--- src/rtl/fetch_unit_pkg.sv ---
// Shared fetch-side definitions: FSM encodings, prefetch entry layout, opcode and field helpers.
// Latency: n/a (types and constants only).
// Backpressure: n/a.
package fetch_unit_pkg;

    localparam int FIFO_ENTRY_W = 64;

    typedef enum logic [1:0] {
        ST_FETCH   = 2'd0,
        ST_STALL   = 2'd1,
        ST_DISCARD = 2'd2
    } fetch_state_e;

    typedef struct packed {
        logic [31:0] pc;
        logic [31:0] inst;
    } fetch_entry_t;

    localparam logic [6:0] OPC_BRANCH = 7'b1100011;
    localparam logic [6:0] OPC_JAL    = 7'b1101111;
    localparam logic [6:0] OPC_JALR   = 7'b1100111;

    function automatic logic [6:0] inst_opcode(input logic [31:0] inst);
        return inst[6:0];
    endfunction

    function automatic logic [31:0] align_pc(input logic [31:0] pc);
        return pc & 32'hFFFF_FFFC;
    endfunction

endpackage

--- src/rtl/fetch_fifo.sv ---
// Generic flushable FIFO (power-of-2 DEPTH) for the prefetch buffer and the request tag queue.
// Latency: a push is visible at the head the cycle after it is written; no bypass.
// Backpressure: push accepted when not full, or when full with a simultaneous pop (pop first).
module fetch_fifo #(
    parameter int DEPTH = 4,
    parameter int WIDTH = 64
) (
    input  logic                    clk,
    input  logic                    rst,
    input  logic                    flush,
    input  logic                    push_vld,
    input  logic [WIDTH-1:0]        push_dat,
    input  logic                    pop_vld,
    output logic [WIDTH-1:0]        head_dat,
    output logic [$clog2(DEPTH):0]  count
);
    localparam int AW = $clog2(DEPTH);

    logic [WIDTH-1:0] mem [DEPTH];
    logic [AW-1:0]    wr_ptr;
    logic [AW-1:0]    rd_ptr;
    logic             empty;
    logic             full;
    logic             do_push;
    logic             do_pop;

    assign empty    = (count == '0);
    assign full     = (count == (AW+1)'(DEPTH));
    assign do_pop   = pop_vld && !empty;
    assign do_push  = push_vld && (!full || do_pop);
    assign head_dat = mem[rd_ptr];

    always_ff @(posedge clk or negedge rst) begin
        if (!rst) begin
            wr_ptr <= '0;
            rd_ptr <= '0;
            count  <= '0;
        end else if (flush) begin
            wr_ptr <= '0;
            rd_ptr <= '0;
            count  <= '0;
        end else begin
            if (do_push) wr_ptr <= wr_ptr + 1'b1;
            if (do_pop)  rd_ptr <= rd_ptr + 1'b1;
            count <= count + (AW+1)'(do_push) - (AW+1)'(do_pop);
        end
    end

    // Storage needs no reset: entries are only read when count says they are valid.
    always_ff @(posedge clk) begin
        if (do_push && !flush) mem[wr_ptr] <= push_dat;
    end

endmodule

--- src/rtl/fetch_unit.sv ---
// Instruction fetch with credit-checked prefetch buffer and redirect discard; FETCH_PERF_CNT_EN adds perf counters.
// Latency: request the cycle after reset; an instruction reaches if_* one cycle after its response.
// Backpressure: requests issue only while in-flight + buffered < FIFO_DEPTH; if_ready=0 fills buffer then stalls.
module fetch_unit
    import fetch_unit_pkg::*;
#(
    parameter logic [31:0] RESET_PC   = 32'h0000_0000,
    parameter int          FIFO_DEPTH = 4
) (
    input  logic        clk,
    input  logic        rst,
    output logic        imem_req_valid,
    input  logic        imem_req_ready,
    output logic [31:0] imem_req_addr,
    input  logic        imem_rsp_valid,
    input  logic [31:0] imem_rsp_data,
    input  logic        redirect_valid,
    input  logic [31:0] redirect_pc,
    output logic        if_valid,
    input  logic        if_ready,
    output logic [31:0] if_inst,
    output logic [31:0] if_pc
`ifdef FETCH_PERF_CNT_EN
    ,
    output logic [31:0] perf_fetch_cnt,
    output logic [31:0] perf_stall_cnt
`endif
);
    localparam int CW = $clog2(FIFO_DEPTH) + 1;

    fetch_state_e  state;
    fetch_state_e  state_nxt;
    logic [31:0]   fetch_pc;
    logic [CW-1:0] inflight;
    logic [CW-1:0] inflight_nxt;
    logic [CW-1:0] occ;
    logic [CW-1:0] occ_nxt;
    logic [CW-1:0] discard_cnt;
    logic [CW-1:0] discard_nxt;
    logic [31:0]   tag_pc;
    fetch_entry_t  buf_in;
    fetch_entry_t  buf_head;
    logic          req_fire;
    logic          rsp_fire;
    logic          rsp_stale;
    logic          buf_push;
    logic          buf_pop;
    logic          credit_ok;
    logic          credit_nxt;

    // The tag queue occupancy is the in-flight count: one entry per accepted request.
    fetch_fifo #(.DEPTH(FIFO_DEPTH), .WIDTH(32)) u_tag_q (
        .clk      (clk),
        .rst      (rst),
        .flush    (1'b0),
        .push_vld (req_fire),
        .push_dat (fetch_pc),
        .pop_vld  (rsp_fire),
        .head_dat (tag_pc),
        .count    (inflight)
    );

    fetch_fifo #(.DEPTH(FIFO_DEPTH), .WIDTH(FIFO_ENTRY_W)) u_buf (
        .clk      (clk),
        .rst      (rst),
        .flush    (redirect_valid),
        .push_vld (buf_push),
        .push_dat (buf_in),
        .pop_vld  (buf_pop),
        .head_dat (buf_head),
        .count    (occ)
    );

    assign buf_in.pc   = tag_pc;
    assign buf_in.inst = imem_rsp_data;

    assign credit_ok  = ({1'b0, inflight} + {1'b0, occ}) < (CW+1)'(FIFO_DEPTH);
    assign req_fire   = imem_req_valid && imem_req_ready;
    assign rsp_fire   = imem_rsp_valid && (inflight != '0);
    assign rsp_stale  = rsp_fire && (discard_cnt != '0);
    assign buf_push   = rsp_fire && !rsp_stale && !redirect_valid;
    assign buf_pop    = if_valid && if_ready && !redirect_valid;

    assign inflight_nxt = inflight + CW'(req_fire) - CW'(rsp_fire);
    assign occ_nxt      = redirect_valid ? '0 : (occ + CW'(buf_push) - CW'(buf_pop));
    assign credit_nxt   = ({1'b0, inflight_nxt} + {1'b0, occ_nxt}) < (CW+1)'(FIFO_DEPTH);
    // After a redirect every outstanding request is stale, so the leftover discards plus
    // the requests issued since the previous redirect sum to the whole in-flight count.
    assign discard_nxt  = redirect_valid ? inflight_nxt : (discard_cnt - CW'(rsp_stale));

    always_ff @(posedge clk or negedge rst) begin
        if (!rst) begin
            state       <= ST_FETCH;
            fetch_pc    <= RESET_PC;
            discard_cnt <= '0;
        end else begin
            state       <= state_nxt;
            discard_cnt <= discard_nxt;
            if (redirect_valid)
                fetch_pc <= align_pc(redirect_pc);
            else if (req_fire)
                fetch_pc <= fetch_pc + 32'd4;
        end
    end

    always_comb begin
        state_nxt = state;
        case (state)
            ST_FETCH: begin
                if (discard_nxt != '0)  state_nxt = ST_DISCARD;
                else if (!credit_nxt)   state_nxt = ST_STALL;
            end
            ST_STALL: begin
                if (discard_nxt != '0)  state_nxt = ST_DISCARD;
                else if (credit_nxt)    state_nxt = ST_FETCH;
            end
            ST_DISCARD: begin
                if (discard_nxt == '0)  state_nxt = credit_nxt ? ST_FETCH : ST_STALL;
            end
            default:                    state_nxt = ST_FETCH;
        endcase
    end

    always_comb begin
        imem_req_valid = 1'b0;
        case (state)
            ST_FETCH, ST_DISCARD: imem_req_valid = rst && credit_ok;
            default:              imem_req_valid = 1'b0;
        endcase
    end

    assign imem_req_addr = fetch_pc;
    assign if_valid      = (occ != '0);
    assign if_inst       = if_valid ? buf_head.inst : 32'd0;
    assign if_pc         = if_valid ? buf_head.pc   : 32'd0;

`ifdef FETCH_PERF_CNT_EN
    always_ff @(posedge clk or negedge rst) begin
        if (!rst) begin
            perf_fetch_cnt <= 32'd0;
            perf_stall_cnt <= 32'd0;
        end else begin
            if (buf_pop)               perf_fetch_cnt <= perf_fetch_cnt + 32'd1;
            if (if_ready && !if_valid) perf_stall_cnt <= perf_stall_cnt + 32'd1;
        end
    end
`endif

endmodule
--- config.mk ---
export PLATFORM = sky130hd
export DESIGN_NAME = fetch_unit
export DESIGN_NICKNAME = d
export VERILOG_FILES = /design/src/rtl/fetch_unit_pkg.sv /design/src/rtl/fetch_fifo.sv /design/src/rtl/fetch_unit.sv
export SDC_FILE = /design/constraint.sdc
export NUM_CORES = 1
export LEC_CHECK = 0
export CORE_MARGIN = 2
export CORE_UTILIZATION = 24
export DETAILED_ROUTE_END_ITERATION = 10
export GPL_TIMING_DRIVEN = 0
export PLACE_DENSITY = 0.44
export REMOVE_ABC_BUFFERS = 1
export SLEW_MARGIN = 20
export SYNTH_ARGS = -nofsm -noshare
export SYNTH_HDL_FRONTEND = slang
export SYNTH_SLANG_ARGS = --single-unit
--- constraint.sdc ---
create_clock -name clk -period 3.37 [get_ports clk]
set_input_delay 1.011 -clock clk [delete_from_list [all_inputs] [get_ports clk]]
set_output_delay 1.011 -clock clk [all_outputs]
set_load 0.05 [all_outputs]
======== After elaboration in Yosys (flattened, before gate mapping) ========
Memories as Yosys holds them, arrays and structs flattened.
Index checks and enable logic that the tools add are counted.
storage, ports and cells
  bits in registers ....................... 51
  RAM bits ................................ 384
  bits of input ports ..................... 70
  word-level logic and storage cells ...... 93
  memories kept ........................... 2
  output and inout port bits .............. 98
cells by class
  reduce and logical (&&, ||, !) cells .... 34
  add/sub/neg operators ................... 16
  muxes and demuxes ....................... 23
  $lt $le $gt $ge ......................... 2
  eq/ne operators ......................... 7
memory list
  name         words  width  rd ports  clocked after Yosys merged registers in  wr ports  line              source
  u_buf.mem    4      64     1         0                                        1         fetch_fifo.sv:19  logic [WIDTH-1:0] mem [DEPTH];
  u_tag_q.mem  4      32     1         0                                        1         fetch_fifo.sv:19
operators with widths
  cell                                                                           count
  32-bit 2-to-1 mux                                                              4
  32-bit by 3-bit adder with 32-bit output (second input constant)               1
  2-bit 2-to-1 mux                                                               9
  3-bit by 1-bit subtractor with 3-bit output                                    5
  1-bit logical AND                                                              13
  3-bit by 1-bit adder with 3-bit output                                         4
  3-bit nonzero test                                                             4
  3-bit zero test                                                                3
  3-bit 2-to-1 mux                                                               3
  2-bit by 1-bit adder with 2-bit output (second input constant)                 4
  3-bit by 3-bit adder with 4-bit output                                         2
  4-bit by 3-bit less-than comparator with 1-bit output (second input constant)  2
  3-bit equality test (second input constant)                                    2
  1-bit zero test                                                                6
  1-bit 2-to-1 mux                                                               6
  3-bit inequality test (second input constant)                                  2
  2-bit one-hot mux with 3 select lines                                          1
  2-bit nonzero test                                                             3
  3-bit AND reduction                                                            1
  2-bit by 1-bit equality test with 1-bit output (second input constant)         1
  2-bit equality test (second input constant)                                    1
  2-bit zero test                                                                1
  1-bit logical OR                                                               2
  2-bit inequality test (second input constant)                                  1
  2-bit OR reduction                                                             1

======== Longest topological paths before layout ========
  word-level depth ........................ 14
  gate-level depth with buffers ........... 14
  gate-level depth less buffers ........... 12

======== Hierarchy ========
A second synthesis with hierarchy kept.
unflattened totals
  cells, all modules ...................... 963
  area total of the unflattened synthesis .. 17734.5 sq um
by module, submodules not included
  module                area each (sq um)  cells each  times used  seq. area each (sq um)
  fetch_fifo (u_buf)    9685.5             377         1           7862.5
  fetch_fifo (u_tag_q)  5072.4             212         1           4018.9
  fetch_unit            2976.6             374         1           875.8

======== Least setup slack after synthesis ========
Ideal clock, no wire load.
  path kind ............................... input to register
  start ................................... input redirect_valid
  end ..................................... register state[0]
  buffers on the path ..................... 4
  arrival ................................. 3.735 ns
  stages on the path ...................... 14
  slack ................................... -0.496 ns
  setup time .............................. 0.132 ns
  path through ............................ clkbuf_1 -> clkbuf_1 -> buf_1 -> clkbuf_1 -> nor2_1 -> ha_1 -> inv_1 -> ha_1 -> fa_1 -> xnor2_1 -> nor2_1 -> ha_1 -> nor3_1 -> a221oi_1
on the way
  word-level cells in the longest chain between the ends .. 10
ends and longest elaborated chain
  element                                                line                                source
  start: declaration                                     fetch_unit.sv:17                    input logic redirect_valid,
  1-bit zero test                                        fetch_unit.sv:81, fetch_unit.sv:82
  1-bit logical AND                                      fetch_unit.sv:81                    assign buf_push = rsp_fire && !rsp_stale && !redirect_valid;
  3-bit by 1-bit adder with 3-bit output                 fetch_unit.sv:85                    assign occ_nxt = redirect_valid ? '0 : (occ + CW'(buf_push) - CW'(buf_pop));
  3-bit by 1-bit subtractor with 3-bit output            fetch_unit.sv:85
  3-bit 2-to-1 mux                                       fetch_unit.sv:85
  3-bit by 3-bit adder with 4-bit output                 fetch_unit.sv:86                    assign credit_nxt = ({1'b0, inflight_nxt} + {1'b0, occ_nxt}) < (CW+1)'(FIFO_DEPTH);
  4-bit by 3-bit less-than comparator with 1-bit output  fetch_unit.sv:86
  1-bit 2-to-1 mux                                       fetch_unit.sv:118                   if (discard_nxt == '0) state_nxt = credit_nxt ? ST_FETCH : ST_STALL;
  2-bit 2-to-1 mux                                       fetch_unit.sv:118
  2-bit one-hot mux with 3 select lines                  fetch_unit.sv:108                   case (state)
  end signal: assignment                                 fetch_unit.sv:97                    state <= state_nxt;
  end: declaration                                       fetch_unit.sv:31                    fetch_state_e state;
Parallel ways exist; a longest one is shown, timed or not. The select of a mux whose other input is x is not followed.
A chain may end at the register's enable or synchronous reset.

======== Worst setup path in the final report ========
  start ................................... register u_buf.rd_ptr[0]
  end ..................................... output if_pc[3]
on the way
  word-level cells in the longest chain between the ends .. 2
ends and longest elaborated chain
  element                   line               source
  start: declaration        fetch_fifo.sv:21   logic [AW-1:0] rd_ptr;
  start signal: assignment  fetch_fifo.sv:44   if (do_pop) rd_ptr <= rd_ptr + 1'b1;
  memory 4 x 64 bit         --
  32-bit 2-to-1 mux         fetch_unit.sv:135  assign if_pc = if_valid ? buf_head.pc : 32'd0;
  end: declaration          fetch_unit.sv:22   output logic [31:0] if_pc
Every way passes these cells.

==> run_results.csv <==
group,metric,value,unit
routing,wl_met1,19410,um
cts,hold_buffers,0,
die,core,70150,um^2
worst_setup_path,worstSetupPathType,"reg -> out",
cts,cts_tree,"yes",
final_layout,fin_nets,1220,
power,peakVddDrop,0.3666,mV
routing,vias,9193,
die,start_util,24.25,%
routing,met2_wirelength,21910,um
final_layout,syn2layout_area_growth,29.69,%
worst_setup_path,cp_max_fo,8,
final_layout,regArea,12290,um^2
place,place_congestion,0.7399,
routing,avgRoutedWirePerCell,21.52,um
timing,skew,0.02133,ns
routing,drtAntennaViolNets,0,
logic_synthesis,synthAdderAreaFrac,2.163,%
routing,routed_wl,45260,um
logic_synthesis,seq_area_frac_synth,72.17,%
final_layout,multiInputGateArea,4578,um^2
timing,setup_ws,0.03436,ns
power,leakagePower,7.307,nW
global_route,antenna_found_initial,1,
flow_run,maxCapViolations,0,
run_status,status,"completed",
worst_setup_path,worstPathRequired,2.36,ns
die,num_rows,97,
final_layout,diodes,0,
timing,slew_headroom,53.50,%
logic_synthesis,ys_ff_latch,417,
timing,finalCritPeriodShare,98.98,%
global_route,grt_max_degree,52,
logic_synthesis,syn_inst,916,
logic_synthesis,synth_top_family_by_area,"multiplexers",
worst_setup_path,ff2ff_setup_slack,0.13,ns
logic_synthesis,synth-xor-area-share,0.9121,%
die,die_w,270.2,um
logic_synthesis,syn_area_per_cell,18.57,um^2
worst_setup_path,end_kind,"output pin",
routing,vias_per_cell,4.371,
final_layout,final_cells,2103,
timing,worstMarginPinSlew,0.6953,ns
cts,numClockSinks,417,
cts,cts-root-buf,"clkbuf_16",
place,dp_cells,1989,
cts,cts_made_buffers,50,
timing,finalWorstPathRequiredPeriod,3.336,ns
logic_synthesis,muxShareOfSynthArea,12.61,%
logic_synthesis,synthArstFlopShare,11.75,%
routing,drt_iter0_markers,612,
routing,drc,0,
die,fp.dieH,270.2,um
place,dp_hpwl,27600,um
logic_synthesis,ys_warn_count,0,
final_layout,design_area,22060,um^2
timing,rsz0062_at_grt,"yes",
timing,fmax,299.8,MHz
global_route,grt_usage,12.37,%
global_route,grt_overflow,0,
final_layout,final_layout_size_suffix_gt1_share,29.41,%
place,port_buffers,161,
die,pin_count,168,
routing,dr.max_layer_used,"met4",
timing,hold_viol,0,
place,dpl-instance-area,20020,um^2
cts,clock_path_buffers,3,
logic_synthesis,synth_enable_flop_cells,368,
cts,clk_latency,0.59,ns
worst_setup_path,worstPathArrival,2.32,ns
global_route,first_global_vias,9645,
die,die_area,73020,um^2
logic_synthesis,synthesis.area,17010,um^2
logic_synthesis,synth_compound_area_share,2.552,%
logic_synthesis,synth_ff_type,"edfxtp_1",
power,p_per_area,808.6,nW/um^2
worst_hold_path,hold_path.class,"in -> async",
final_layout,nFillCells,6927,
timing,finalMaxSlewViolations,0,
cts,htreeDepth,2,
logic_synthesis,synth_cell_types,57,
place,dp_slack,-1.522,ns
cts,clkTransAtPathRegs,0.06,ns
global_route,grt_pass1_wl,66470,um
routing,met3_length,2851,um
routing,drt_pass1_iterations,5,
logic_synthesis,synthSimpleGateAreaFrac,7.643,%
worst_setup_path,start_kind,"flip-flop",
timing,setup_viol,0,
## area by class of cell
cell class | count | area share, %
timing repair buffer | 200 | 10.37
sequential | 417 | 55.73
inverter | 25 | 0.4367
multi-input combinational | 429 | 20.75
tap | 940 | 5.331
clock buffer | 68 | 6.165
clock inverter | 24 | 1.219
## final timing paths
kind                                   from  depth (start not counted)           endpoint
max                         u_buf.rd_ptr[0]                          5           if_pc[3]
min                                     rst                          2  imem_req_addr[31]
max reg2reg                u_tag_q.count[2]                         12           state[0]
min reg2reg                        state[1]                          1           state[1]
max in group asynchronous               rst                          2   u_tag_q.count[1]
min in group clk                   state[1]                          1           state[1]
## Yosys cell counts, types with 2 or more instances
library cell,instances,area [um^2]
a221o_1,4,40.04
inv_1,24,90.09
or4_1,9,67.56
edfxtp_1,368,11050
o311ai_0,5,43.79
ha_1,23,287.8
nor4b_1,3,26.28
o211ai_1,6,45.04
dfrtp_1,49,1226
mux2_2,3,33.78
and4_1,5,43.79
or3_2,4,30.03
nor2b_1,9,56.30
fa_1,4,80.08
and2_1,72,450.4
and3_1,4,25.02
mux2i_1,4,40.04
nand4_1,16,100.1
xor2_1,4,35.03
nand2_1,31,116.4
a21oi_1,2,10.01
or3_1,5,31.28
clkbuf_1,26,97.59
o31ai_1,9,67.56
o41ai_1,4,35.03
xnor2_1,11,96.34
or2_2,7,43.79
nor2_1,24,90.09
nand3_1,14,70.07
a31oi_1,11,68.82
o21ai_0,8,40.04
buf_2,9,45.04
buf_1,5,18.77
o311a_1,3,30.03
a221oi_1,2,17.52
buf_4,8,60.06
mux4_2,92,2072
nor3_1,10,50.05
## where the power goes
group / total, mW / internal [mW] / switching (mW) / leakage [nW]
Combinational: 5.88 / 2.45 / 3.43 / 2.63
Clock: 5.35 / 3.21 / 2.14 / 0.791
Sequential: 6.61 / 6.24 / 0.372 / 3.89
Total: 17.8 / 11.9 / 5.94 / 7.31
## cell usage in the layout, fill, tap and decap left out, types with 15 or more instances in the layout
master           netlist  layout
ha_1                  23      23
dfrtp_1               49      41
inv_1                 24      23
buf_4                  8      22
nand4_1               16      16
clkdlybuf4s50_1        0      94
clkbuf_1              26      15
clkbuf_16              0      51
nor2_1                24      24
edfxtp_1             368     368
and2_1                72      34
nand2_1               31      31
mux4_2                92      92
and2_4                 0      33
buf_6                  1      31
buf_2                  9      17
## flip-flops by register name, indices dropped and copies added, names as in the netlist
name,cells
u_buf.mem,248
u_tag_q.mem,120
u_buf.count,3
u_tag_q.count,3
discard_cnt,3
u_tag_q.rd_ptr,2
state,2
u_buf.rd_ptr,2
u_tag_q.wr_ptr,2
imem_req_addr,30
u_buf.wr_ptr,2
## kinds of logic after synthesis
group | Yosys count
other | 1
adders and majority gates | 27
xor gates and xnor gates | 16
muxes | 99
AOI/OAI and AO/OA | 58
buffers and inverters | 74
DFF | 417
and+or+nand+nor | 224
## per-layer routing
layer / GRT usage (%) / up-vias
li1: - / 4089
met3: 3.538 / 58
met2: 20.32 / 277
met5: 0 / -
met1: 15.87 / 4769
met4: 3.620 / 0
## per-stage QoR
| step | power, mW | hold slack [ns] | setup TNS, ns | utilization [%] |
|---|---|---|---|---|
| final | 17.84 | 0.3958 | 0 | 31.45 |
| after global routing | 18.69 | 0.3712 | -1.216 | 31.45 |
| after CTS | 18.21 | 0.3700 | -1.771 | 31.42 |
| after detailed placement | 12.12 | 0.4559 | -260.91 | 28.54 |
| after global placement | 11.74 | 0.4427 | -1858.97 | 27.91 |
| after floorplan | 10.02 | 0.4280 | -136.93 | - |
## critical path, cell delays in order, from the launching register on
cell	delay, ns
dfrtp_4	0.51
buf_4	0.16
buf_16	0.16
mux4_2	0.49
and2_2	0.24
buf_6	0.16
## timing repair
item,CTS,global route
buffers inserted,11,6
gates cloned,7,0
gates resized for setup,455,13
pin swaps,3,0
endpoints found under the setup margin,284,56
Power figures use the tool's default switching activity.
==> edit: new RTL, same flow settings <==
Build with the macro `FETCH_PERF_CNT_EN` defined.
--- a/src/rtl/fetch_unit.sv
+++ b/src/rtl/fetch_unit.sv
@@ -1,6 +1,8 @@
 // Instruction fetch with credit-checked prefetch buffer and redirect discard; FETCH_PERF_CNT_EN adds perf counters.
 // Latency: request the cycle after reset; an instruction reaches if_* one cycle after its response.
 // Backpressure: requests issue only while in-flight + buffered < FIFO_DEPTH; if_ready=0 fills buffer then stalls.
+`define FETCH_PERF_CNT_EN
+
 module fetch_unit
     import fetch_unit_pkg::*;
 #(
Behaviour (old outputs only; new: perf_fetch_cnt and perf_stall_cnt): same outputs for any inputs over 4 cycles, from zero or initial values and one cycle with rst low; that may be too few to reach the edited logic, so the function may still have changed.
==> edit against the unedited design <==
Clock skew rose by 0.0015 ns. Design area rose by 18%. Sequential cell count rose by 64. Largest cell class unchanged. Combinational power rose by 14%. Clock power rose by 23%. Non-clock buffer count rose by 64. Synthesized area rose by 15%. Routed wire length rose by 18%. Critical endpoint is now if_inst[0]. Setup slack improved by 0.0079 ns. Register-to-register slack improved by 0.10 ns. Power rose by 17%.
==> edit: results (changes against the unedited design) <==
After synthesis, the most frequently instantiated cells are sky130_fd_sc_hd__edfxtp_1, sky130_fd_sc_hd__dfrtp_1, sky130_fd_sc_hd__mux4_2, sky130_fd_sc_hd__nand2_1, sky130_fd_sc_hd__and2_1. The part of the cycle the worst path needs is 0.987 (-0.00235). The number of clock buffers in the layout is 63 (-7.4%), and the maximum fanout along the worst path is 6 (-2). For the via count of the first global-routing pass, the log shows 11542 (+20%).

The multi-input combinational cell count is 588 (+37%). The final RePlAce weighted congestion is 0.745 (+0.62%), and the proportion of cell area spent on the clock network is 0.0772 (+0.00338). The logs give 56 (+12%) for the number of CTS-inserted buffers and 58 (+12%) for the pin count of the biggest net entering global routing.

In this run the worst setup path terminates at if_inst[0]. For the net load switching power, the log shows 0.00691 W (+16%). The flow ran to the end, and the final reports show no timing, DRC or antenna violations.

The run gives -1.06 ns (+0.459 ns) as the pre-CTS setup slack. The cell class contributing the biggest share of worst-path delay was buffers and inverters. The initial antenna violation count was 12 (+11). Cell-internal power: 0.0139 W (+17%). The clock network power share was 0.316 (+0.016). The logs give 1060 (+13%) for the tap cell count and 0.707 (-0.0149) for the share of the yosys chip area belonging to registers. The worst hold margin was 0.235 ns (-0.161 ns); the post-synthesis average cell area was 17.2 um2 (-7.3%). The setup slack of the worst register-to-register path is 0.23 ns (+0.10 ns), and the count of buffers added by post-CTS timing repair for setup is 15 (+4). The detailed-route via count is 10863 (+18%), and the count of different cell masters after synthesis is 49 (-14%). The area taken by multi-input logic gates is 0.00554 mm2 (+21%).
edit: cell types whose count changed after synthesis, moves of 13 or more:
cell	delta
sky130_fd_sc_hd__xor2_1	+25
sky130_fd_sc_hd__xnor2_1	+59
sky130_fd_sc_hd__nand2_1	+44
sky130_fd_sc_hd__nand3_1	+13
sky130_fd_sc_hd__nand4_1	+16
sky130_fd_sc_hd__o21ai_0	+17
sky130_fd_sc_hd__dfrtp_1	+64
edit: per-layer routing:
metal / GRT usage / vias up / wire (um)
li1: - / 4914 / -
met3: 0.0383 / 89 / 3640
met5: 0 / - / 111
met2: 0.211 / 258 / 25900
met1: 0.162 / 5584 / 22700
met4: 0.0321 / 18 / 1040
edit: logic make-up after synthesis:
group	share of synthesized area
flip-flops	0.707
AND/OR/NAND/NOR	0.0912
multiplexers	0.112
XOR/XNOR	0.0442
buffers and inverters	0.0161
AO/OA/AOI/OAI	0.0101
adder cells (fa/ha/maj)	0.0200
other	0.000191
